--- src/rtl/pc_nzp_pkg.sv ---
// Shared constants and the reconvergence-stack entry layout for the SIMT PC/NZP unit.
package pc_nzp_pkg;

  localparam logic [2:0] CORE_STATE_EXECUTE = 3'b101;
  localparam logic [2:0] CORE_STATE_UPDATE  = 3'b110;

  localparam int unsigned NZP_N = 2;
  localparam int unsigned NZP_Z = 1;
  localparam int unsigned NZP_P = 0;
  localparam int unsigned NZP_W = 3;

  localparam int unsigned DEF_PC_WIDTH = 8;
  localparam int unsigned DEF_THREADS  = 4;

  // Entry layout at default widths; the top builds the same layout at its own widths.
  typedef struct packed {
    logic [DEF_PC_WIDTH-1:0] reconv;
    logic [DEF_PC_WIDTH-1:0] alt_pc;
    logic [DEF_THREADS-1:0]  alt_mask;
    logic [DEF_THREADS-1:0]  saved_mask;
    logic                    phase;
  } simt_entry_t;

endpackage

--- src/rtl/pc_nzp_simt_if.sv ---
// Control/result bundle between the scheduler side and the SIMT PC/NZP unit.
interface pc_nzp_simt_if
  import pc_nzp_pkg::*;
#(
  parameter int unsigned PC_WIDTH    = 8,
  parameter int unsigned DATA_WIDTH  = 8,
  parameter int unsigned THREADS     = 4,
  parameter int unsigned STACK_DEPTH = 4
) ();

  localparam int unsigned DEPTH_W = $clog2(STACK_DEPTH + 1);

  logic                          enable;
  logic [2:0]                    core_state;
  logic [PC_WIDTH-1:0]           current_pc;
  logic [THREADS*DATA_WIDTH-1:0] alu_out;
  logic [PC_WIDTH-1:0]           imm8;
  logic [PC_WIDTH-1:0]           reconv_pc;
  logic [2:0]                    decoded_nzp;
  logic                          nzp_write_enable;
  logic                          next_pc_mux;

  logic [PC_WIDTH-1:0]           next_pc;
  logic [THREADS-1:0]            active_mask;
  logic [THREADS*NZP_W-1:0]      nzp_flags;
  logic [DEPTH_W-1:0]            stack_depth;
  logic                          stack_overflow;

  modport master (
    output enable, core_state, current_pc, alu_out, imm8, reconv_pc,
           decoded_nzp, nzp_write_enable, next_pc_mux,
    input  next_pc, active_mask, nzp_flags, stack_depth, stack_overflow
  );

  modport slave (
    input  enable, core_state, current_pc, alu_out, imm8, reconv_pc,
           decoded_nzp, nzp_write_enable, next_pc_mux,
    output next_pc, active_mask, nzp_flags, stack_depth, stack_overflow
  );

endinterface

--- src/rtl/pc_nzp_simt_stack.sv ---
// Reconvergence LIFO: push, pop or rewrite of the top entry, at most one per cycle.
module simt_stack
  import pc_nzp_pkg::*;
#(
  parameter int unsigned DEPTH   = 4,
  parameter int unsigned DEPTH_W = $clog2(DEPTH + 1),
  parameter type         entry_t = simt_entry_t
) (
  input  logic               clk,
  input  logic               reset,
  input  logic               push,
  input  logic               pop,
  input  logic               upd,
  input  entry_t             push_data,
  input  entry_t             upd_data,
  output entry_t             top,
  output logic               full,
  output logic               empty,
  output logic [DEPTH_W-1:0] depth
);

  localparam int unsigned IDX_W = (DEPTH > 1) ? $clog2(DEPTH) : 1;

  entry_t             mem_q [DEPTH];
  entry_t             mem_d [DEPTH];
  logic [DEPTH_W-1:0] depth_q, depth_d;
  logic [IDX_W-1:0]   top_idx, wr_idx;

  assign top_idx = IDX_W'(depth_q - DEPTH_W'(1));
  assign wr_idx  = IDX_W'(depth_q);
  assign empty   = (depth_q == '0);
  assign full    = (depth_q == DEPTH_W'(DEPTH));
  assign depth   = depth_q;
  assign top     = empty ? entry_t'('0) : mem_q[top_idx];

  // Full/empty guards keep depth inside [0, DEPTH] whatever the caller asks for.
  always_comb begin
    mem_d   = mem_q;
    depth_d = depth_q;
    if (push && !full) begin
      mem_d[wr_idx] = push_data;
      depth_d       = depth_q + DEPTH_W'(1);
    end else if (pop && !empty) begin
      depth_d = depth_q - DEPTH_W'(1);
    end else if (upd && !empty) begin
      mem_d[top_idx] = upd_data;
    end
  end

  always_ff @(posedge clk) begin
    if (reset) begin
      depth_q <= '0;
      mem_q   <= '{default: '0};
    end else begin
      depth_q <= depth_d;
      mem_q   <= mem_d;
    end
  end

endmodule

--- src/rtl/pc_nzp_simt.sv ---
// Per-block PC and per-thread NZP unit; branch divergence and the reconvergence
// stack exist only when PC_NZP_SIMT_DIVERGENCE_EN is defined (uniform branches otherwise).
module pc_nzp_simt
  import pc_nzp_pkg::*;
#(
  parameter int unsigned PC_WIDTH    = 8,
  parameter int unsigned DATA_WIDTH  = 8,
  parameter int unsigned THREADS     = 4,
  parameter int unsigned STACK_DEPTH = 4
) (
  input  logic         clk,
  input  logic         reset,
  pc_nzp_simt_if.slave bus
);

  localparam int unsigned DEPTH_W = $clog2(STACK_DEPTH + 1);

  logic [PC_WIDTH-1:0]             next_pc_q, next_pc_d;
  logic [THREADS-1:0]              active_mask_q, active_mask_d;
  logic [THREADS-1:0][NZP_W-1:0]   nzp_q, nzp_d;
  logic [PC_WIDTH-1:0]             seq_pc, cand;
  logic [THREADS-1:0]              taken;
  logic                            is_exec, is_update;

  assign is_exec   = bus.enable && (bus.core_state == CORE_STATE_EXECUTE);
  assign is_update = bus.enable && (bus.core_state == CORE_STATE_UPDATE) && bus.nzp_write_enable;
  assign seq_pc    = bus.current_pc + PC_WIDTH'(1);

  always_comb begin
    taken = '0;
    for (int t = 0; t < THREADS; t++) begin
      taken[t] = active_mask_q[t] & (|(nzp_q[t] & bus.decoded_nzp));
    end
  end

  // Only active threads latch their CMP result.
  always_comb begin
    nzp_d = nzp_q;
    if (is_update) begin
      for (int t = 0; t < THREADS; t++) begin
        if (active_mask_q[t]) nzp_d[t] = bus.alu_out[t*DATA_WIDTH +: NZP_W];
      end
    end
  end

`ifdef PC_NZP_SIMT_DIVERGENCE_EN
  typedef struct packed {
    logic [PC_WIDTH-1:0] reconv;
    logic [PC_WIDTH-1:0] alt_pc;
    logic [THREADS-1:0]  alt_mask;
    logic [THREADS-1:0]  saved_mask;
    logic                phase;
  } entry_t;

  entry_t             push_data, upd_data, top;
  logic               push, pop, upd, full, empty, diverge;
  logic [DEPTH_W-1:0] depth;
  logic               stack_overflow_q, stack_overflow_d;

  simt_stack #(
    .DEPTH   (STACK_DEPTH),
    .DEPTH_W (DEPTH_W),
    .entry_t (entry_t)
  ) u_stack (
    .clk       (clk),
    .reset     (reset),
    .push      (push),
    .pop       (pop),
    .upd       (upd),
    .push_data (push_data),
    .upd_data  (upd_data),
    .top       (top),
    .full      (full),
    .empty     (empty),
    .depth     (depth)
  );

  // Branch resolution; a split with no room left is forced down the taken path.
  always_comb begin
    cand             = seq_pc;
    diverge          = 1'b0;
    stack_overflow_d = stack_overflow_q;
    if (is_exec && bus.next_pc_mux && (taken != '0)) begin
      if (taken == active_mask_q) begin
        cand = bus.imm8;
      end else if (!full) begin
        diverge = 1'b1;
      end else begin
        cand             = bus.imm8;
        stack_overflow_d = 1'b1;
      end
    end
  end

  // Divergence pushes; otherwise hitting the top reconv PC runs the alternate path, then pops.
  always_comb begin
    next_pc_d           = next_pc_q;
    active_mask_d       = active_mask_q;
    push                = 1'b0;
    pop                 = 1'b0;
    upd                 = 1'b0;
    push_data.reconv    = bus.reconv_pc;
    push_data.alt_pc    = seq_pc;
    push_data.alt_mask  = active_mask_q & ~taken;
    push_data.saved_mask = active_mask_q;
    push_data.phase     = 1'b0;
    upd_data            = top;
    upd_data.phase      = 1'b1;
    if (is_exec) begin
      if (diverge) begin
        push          = 1'b1;
        active_mask_d = taken;
        next_pc_d     = bus.imm8;
      end else if (!empty && (cand == top.reconv)) begin
        if (!top.phase) begin
          upd           = 1'b1;
          next_pc_d     = top.alt_pc;
          active_mask_d = top.alt_mask;
        end else begin
          pop           = 1'b1;
          next_pc_d     = top.reconv;
          active_mask_d = top.saved_mask;
        end
      end else begin
        next_pc_d = cand;
      end
    end
  end

  always_ff @(posedge clk) begin
    if (reset) stack_overflow_q <= 1'b0;
    else       stack_overflow_q <= stack_overflow_d;
  end

  assign bus.stack_depth    = depth;
  assign bus.stack_overflow = stack_overflow_q;
`else
  // Uniform branch: any taken active thread redirects the whole block.
  always_comb begin
    cand          = seq_pc;
    next_pc_d     = next_pc_q;
    active_mask_d = active_mask_q;
    if (is_exec) begin
      if (bus.next_pc_mux && (|taken)) cand = bus.imm8;
      next_pc_d = cand;
    end
  end

  assign bus.stack_depth    = DEPTH_W'(0);
  assign bus.stack_overflow = 1'b0;
`endif

  always_ff @(posedge clk) begin
    if (reset) begin
      next_pc_q     <= '0;
      active_mask_q <= '1;
      nzp_q         <= '0;
    end else begin
      next_pc_q     <= next_pc_d;
      active_mask_q <= active_mask_d;
      nzp_q         <= nzp_d;
    end
  end

  assign bus.next_pc     = next_pc_q;
  assign bus.active_mask = active_mask_q;
  assign bus.nzp_flags   = nzp_q;

endmodule

--- src/flat_wrapper.sv ---
// flat-port wrapper written by rule: the top's interface ports become plain ports
module pc_nzp_simt_flat import pc_nzp_pkg::*;
#(
  parameter int unsigned PC_WIDTH    = 8,
  parameter int unsigned DATA_WIDTH  = 8,
  parameter int unsigned THREADS     = 4,
  parameter int unsigned STACK_DEPTH = 4
)
  (clk, reset, bus_enable, bus_core_state, bus_current_pc, bus_alu_out, bus_imm8, bus_reconv_pc, bus_decoded_nzp, bus_nzp_write_enable, bus_next_pc_mux, bus_next_pc, bus_active_mask, bus_nzp_flags, bus_stack_depth, bus_stack_overflow);
  pc_nzp_simt_if #(.PC_WIDTH(PC_WIDTH), .DATA_WIDTH(DATA_WIDTH), .THREADS(THREADS), .STACK_DEPTH(STACK_DEPTH)) bus_i ();
  input  logic clk;
  input  logic reset;
  input wire logic [$bits(bus_i.enable)-1:0] bus_enable;
  input wire logic [$bits(bus_i.core_state)-1:0] bus_core_state;
  input wire logic [$bits(bus_i.current_pc)-1:0] bus_current_pc;
  input wire logic [$bits(bus_i.alu_out)-1:0] bus_alu_out;
  input wire logic [$bits(bus_i.imm8)-1:0] bus_imm8;
  input wire logic [$bits(bus_i.reconv_pc)-1:0] bus_reconv_pc;
  input wire logic [$bits(bus_i.decoded_nzp)-1:0] bus_decoded_nzp;
  input wire logic [$bits(bus_i.nzp_write_enable)-1:0] bus_nzp_write_enable;
  input wire logic [$bits(bus_i.next_pc_mux)-1:0] bus_next_pc_mux;
  output wire logic [$bits(bus_i.next_pc)-1:0] bus_next_pc;
  output wire logic [$bits(bus_i.active_mask)-1:0] bus_active_mask;
  output wire logic [$bits(bus_i.nzp_flags)-1:0] bus_nzp_flags;
  output wire logic [$bits(bus_i.stack_depth)-1:0] bus_stack_depth;
  output wire logic [$bits(bus_i.stack_overflow)-1:0] bus_stack_overflow;
  assign bus_i.enable = bus_enable;
  assign bus_i.core_state = bus_core_state;
  assign bus_i.current_pc = bus_current_pc;
  assign bus_i.alu_out = bus_alu_out;
  assign bus_i.imm8 = bus_imm8;
  assign bus_i.reconv_pc = bus_reconv_pc;
  assign bus_i.decoded_nzp = bus_decoded_nzp;
  assign bus_i.nzp_write_enable = bus_nzp_write_enable;
  assign bus_i.next_pc_mux = bus_next_pc_mux;
  assign bus_next_pc = bus_i.next_pc;
  assign bus_active_mask = bus_i.active_mask;
  assign bus_nzp_flags = bus_i.nzp_flags;
  assign bus_stack_depth = bus_i.stack_depth;
  assign bus_stack_overflow = bus_i.stack_overflow;
  pc_nzp_simt #(.PC_WIDTH(PC_WIDTH), .DATA_WIDTH(DATA_WIDTH), .THREADS(THREADS), .STACK_DEPTH(STACK_DEPTH)) u_core (.clk(clk), .reset(reset), .bus(bus_i));
endmodule
--- config.mk ---
export PLATFORM = sky130hd
export DESIGN_NAME = pc_nzp_simt_flat
export DESIGN_NICKNAME = d
export VERILOG_FILES = /design/src/rtl/pc_nzp_pkg.sv /design/src/rtl/pc_nzp_simt_if.sv /design/src/rtl/pc_nzp_simt_stack.sv /design/src/rtl/pc_nzp_simt.sv /design/src/flat_wrapper.sv
export SDC_FILE = /design/constraint.sdc
export NUM_CORES = 1
export LEC_CHECK = 0
export CORE_MARGIN = 2
export CORE_UTILIZATION = 28
export CTS_CLUSTER_SIZE = 40
export DETAILED_ROUTE_END_ITERATION = 6
export PLACE_DENSITY = 0.84
export SETUP_SLACK_MARGIN = 0.1
export SYNTH_ARGS = -nofsm -noshare
export SYNTH_HDL_FRONTEND = slang
export SYNTH_SLANG_ARGS = --single-unit
--- constraint.sdc ---
create_clock -name clk -period 1.3 [get_ports clk]
set_input_delay 0.26 -clock clk [delete_from_list [all_inputs] [get_ports clk]]
set_output_delay 0.26 -clock clk [all_outputs]
set_load 0.05 [all_outputs]
==> summary.md <==
| Metric | Value |
|---|---|
| Outcome | complete, but fails checks |
| Failing checks | negative setup slack |
| Worst Hold Depth | 3 |
| CTS Buf Count | 3 |
| Post-Syn Area | 0.00110 mm^2 |
| Xor/xnor share of the synthesized area | 3.99% |
| Setup crit end kind | register |
| Register area | 420 um^2 |
| Global routing's busiest layer | met2 |
| Wire length of the first global-routing pass | 5910 um |
| Grt total ovfl | 0 |
| Post-Synthesis Cells | 135 |
| Lkg Pwr | 0.906 nW |
| Synth Register Bits | 20 |
| Cts hold-fix bufs | 0 |
| IO buf count | 58 |
| Final Max Slew Viols | 0 |
| Initial core utilization | 29.6% |
| Most frequent cells in the layout | clkdlybuf4s50_1 (32), buf_4 (29), buf_12 (20) |
| Worst EP arrival | 1.67 ns |
| Iteration-0 DRC Markers | 26 |
| Pre-antenna DRT Iters | 4 |
| Gpl congestion | 0.776 |
| CP top delay family | compound AO/OA/AOI/OAI gates |
| CP Class | reg -> reg |
| Largest net degree at the start of global routing | 28 |
| # DRC | 0 |
| FILL cells | 327 |
| Global-route usage over all layers | 17.7% |
| Antenna Cells | 0 |
| Avg WL per Cell | 14.0 um |
| PD cells | 653 mW/mm^2 |
| Core area | 0.00372 mm^2 |
| Worst hold path class | in -> reg |
| Commonest non-fill, non-tap cell in the layout | clkdlybuf4s50_1 |
| Die area | 0.00444 mm^2 |
| Multi-input gate area | 737 um^2 |
| Async SR Flop Fraction | 0% |
| GR Layer Usage met2 | 34.9% |
| Stages on the worst setup path | 5 |
| Die Wd | 66.6 um |
| Initial antenna violation count | 0 |
| Max Clk Rate | 661 MHz |
| Sequential power share | 41.6% |
| Post-detail-place hpwl | 2720 um |
| Layout cells sized above 1 | 41.2% |
| Clk sinks | 20 |
| Synth area leader | dfxtp_1 |
| Final Util | 62.6% |
| Worst path slowest cell | o41ai_4 |
| Reg2reg setup slack | -0.21 ns |
| Clock Power Share | 30.8% |
| Worst Skew | 0.00542 ns |
| Final Instance Area | 0.00233 mm^2 |
| Seq/Total Area, Yosys | 36.4% |
| Hold Vio Cnt, Final | 0 |
| Fraction of the mapped netlist area in adder cells | 1.14% |
| Netlist cell types | 32 |
| Via count | 1314 |
| Synth Flop Type | dfxtp_1 |
| Max Cap Violations | 0 |
| Met1 GRT Util | 18.6% |
| Reg-to-reg startpoint | u_core.bus.nzp_flags[2]$_SDFFE_PP0P_ |
| RSZ-0062 raised after global routing | yes |
| Clk slew on worst S/H paths | 0.08 ns |
| IO Count | 95 |
| DP Area | 0.00213 mm^2 |
| Synth Area in Simple Gates | 23.6% |
| Nets | 290 |
| Later-pin clock latency in the skew report | 0.25 ns |
| Clk buf depth | 2 |
| Number of global-route vias before repair | 1308 |
| Worst-path cell chain | o41ai_4 > a21boi_2 > or2_1 > buf_6 > o311ai_2 |
| PnR worst setup slack | -0.212 ns |
| CP bufs+invs | 1 |
| GR Layer Usage met3 | 4.22% |
| WL final | 3760 um |
| Mux cell area share after synthesis | 0% |
| Worst Reg-to-Reg Cells | 5 |
| Switch share | 27.1% |
| Power Internal | 1.11 mW |
| Design Power | 1.52 mW |
| Critical path fanouts, max | 7 |
| # rows | 22 |
| Area Overhead vs Synth | 112% |
| Synth top area share | 36.4% |
| CP peak stage delay | 0.36 ns |
| Synth Area per Inst | 8.14 um^2 |
| Vias per cell | 4.88 |
| H-Tree Depth | 1 |
| Reg2reg end | u_core.bus.next_pc[6]$_SDFFE_PP0P_ |
| Compound-gate portion of the synthesized area | 24.9% |
| Chip height | 66.6 um |
| Final worst path period need | 1.51 ns |
| Hold Crit Start | bus_alu_out[17] |
| Maximum vdd drop | 0.000327 V |
| Startpoint types | register |
| Final period util | 116% |
| Worst EP required | 1.46 ns |
| Hold path endpoint | u_core.bus.nzp_flags[7]$_SDFFE_PP0P_ |
| CTS tree | done |
| CTS root buf | clkbuf_8 |
| Largest family of logic cells by synthesized area | compound AO/OA/AOI/OAI gates |
| Antenna Nets Post-Route | 0 |
| Number of synthesized flops with an enable pin | 0 |
| # setup viols final | 8 |
| Synthesis Warnings | 0 |
| Top post-synthesis cells by area | dfxtp_1 (36%), o21ai_0 (8.7%), a21oi_1 (5.5%) |
| NetSw | 0.412 mW |
| Logic pwr share | 27.6% |
worst min-delay path, cell delays in order:
cell and delay [ns]:
clkdlybuf4s50_1 0.40, nand2_1 0.05, a21oi_1 0.05
per-stage QoR:
step	TNS [ns]	std cells	hold WS, ns	worst slack [ns]
5_1_grt	-2.15	269	0.543	-0.302
3_5_place_dp	-6.15	264	0.533	-0.594
4_1_cts	-1.54	269	0.537	-0.221
3_3_place_gp	-5.34	264	0.525	-0.540
2_1_floorplan	-1.84	141	0.386	-0.254
6_report	-1.49	269	0.538	-0.212
how the worst max path moves through the flow:
stage,start,endpoint
3_3_place_gp,bus_current_pc[0],u_core.bus.next_pc[2]$_SDFFE_PP0P_
5_1_grt,u_core.bus.nzp_flags[6]$_SDFFE_PP0P_,u_core.bus.next_pc[4]$_SDFFE_PP0P_
6_report,u_core.bus.nzp_flags[2]$_SDFFE_PP0P_,u_core.bus.next_pc[6]$_SDFFE_PP0P_
2_1_floorplan,u_core.bus.nzp_flags[3]$_SDFFE_PP0P_,u_core.bus.next_pc[3]$_SDFFE_PP0P_
4_1_cts,u_core.bus.nzp_flags[6]$_SDFFE_PP0P_,u_core.bus.next_pc[3]$_SDFFE_PP0P_
3_5_place_dp,bus_current_pc[1],u_core.bus.next_pc[2]$_SDFFE_PP0P_
synthesized netlist by cell type (2+ instances only):
cell and n:
dfxtp_1 20, o21ai_0 19, nand2_1 15, a21oi_1 12, buf_4 8, clkbuf_1 7
nor2_1 7, nand3b_1 6, nor3b_1 6, o311ai_1 5, nand3_1 3, xnor2_1 3
conb_1 2, nor4_1 2, o41ai_2 2, xor2_1 2
power groups by stage:
stage	combinational (mW)	sequential (mW)	clock, mW
after detailed placement	0.398	0.646	0
after global placement	0.393	0.645	0
final	0.419	0.633	0.467
after CTS	0.408	0.632	0.484
after global routing	0.442	0.634	0.535
after floorplan	0.143	0.682	0
what timing repair did:
action	in CTS	in global routing
pin swaps	8	6
gates cloned	1	0
resized for setup	22	18
setup buffers	0	0
endpoints found under the setup margin	20	19
flip-flops by register name, summed over array words and instances (netlist names):
| name | cells |
|---|---|
| u_core.bus.next_pc | 8 |
| u_core.bus.nzp_flags | 12 |
cell type report:
| class | instances | area share, % |
|---|---|---|
| Clock buffer | 4 | 2.37 |
| Tap cell | 48 | 2.58 |
| Inverter | 1 | 0.161 |
| Multi-Input combinational cell | 104 | 31.7 |
| Sequential cell | 20 | 18.1 |
| Timing Repair Buffer | 92 | 45.2 |
metal layers:
metal  part of all wire (%)  routed length [um]  vias to the layer above
met4                   0.32                  12                        0
met2                     54                2020                       56
li1                       -                   -                      649
met5                      0                   0                        -
met1                     39                1460                      607
met3                    7.0                 264                        2
cells by family (layout without fill, tap and decap cells):
kind of cell             Yosys count  count (layout)
AO/OA/AOI/OAI                     43              43
AND/OR/NAND/NOR                   47              47
buffers and inverters             17              97
XOR/XNOR                           5               5
flip-flops                        20              20
adder cells (fa/ha/maj)            1               1
other                              2               8
Note: power is estimated with default switching activity, not from simulation.
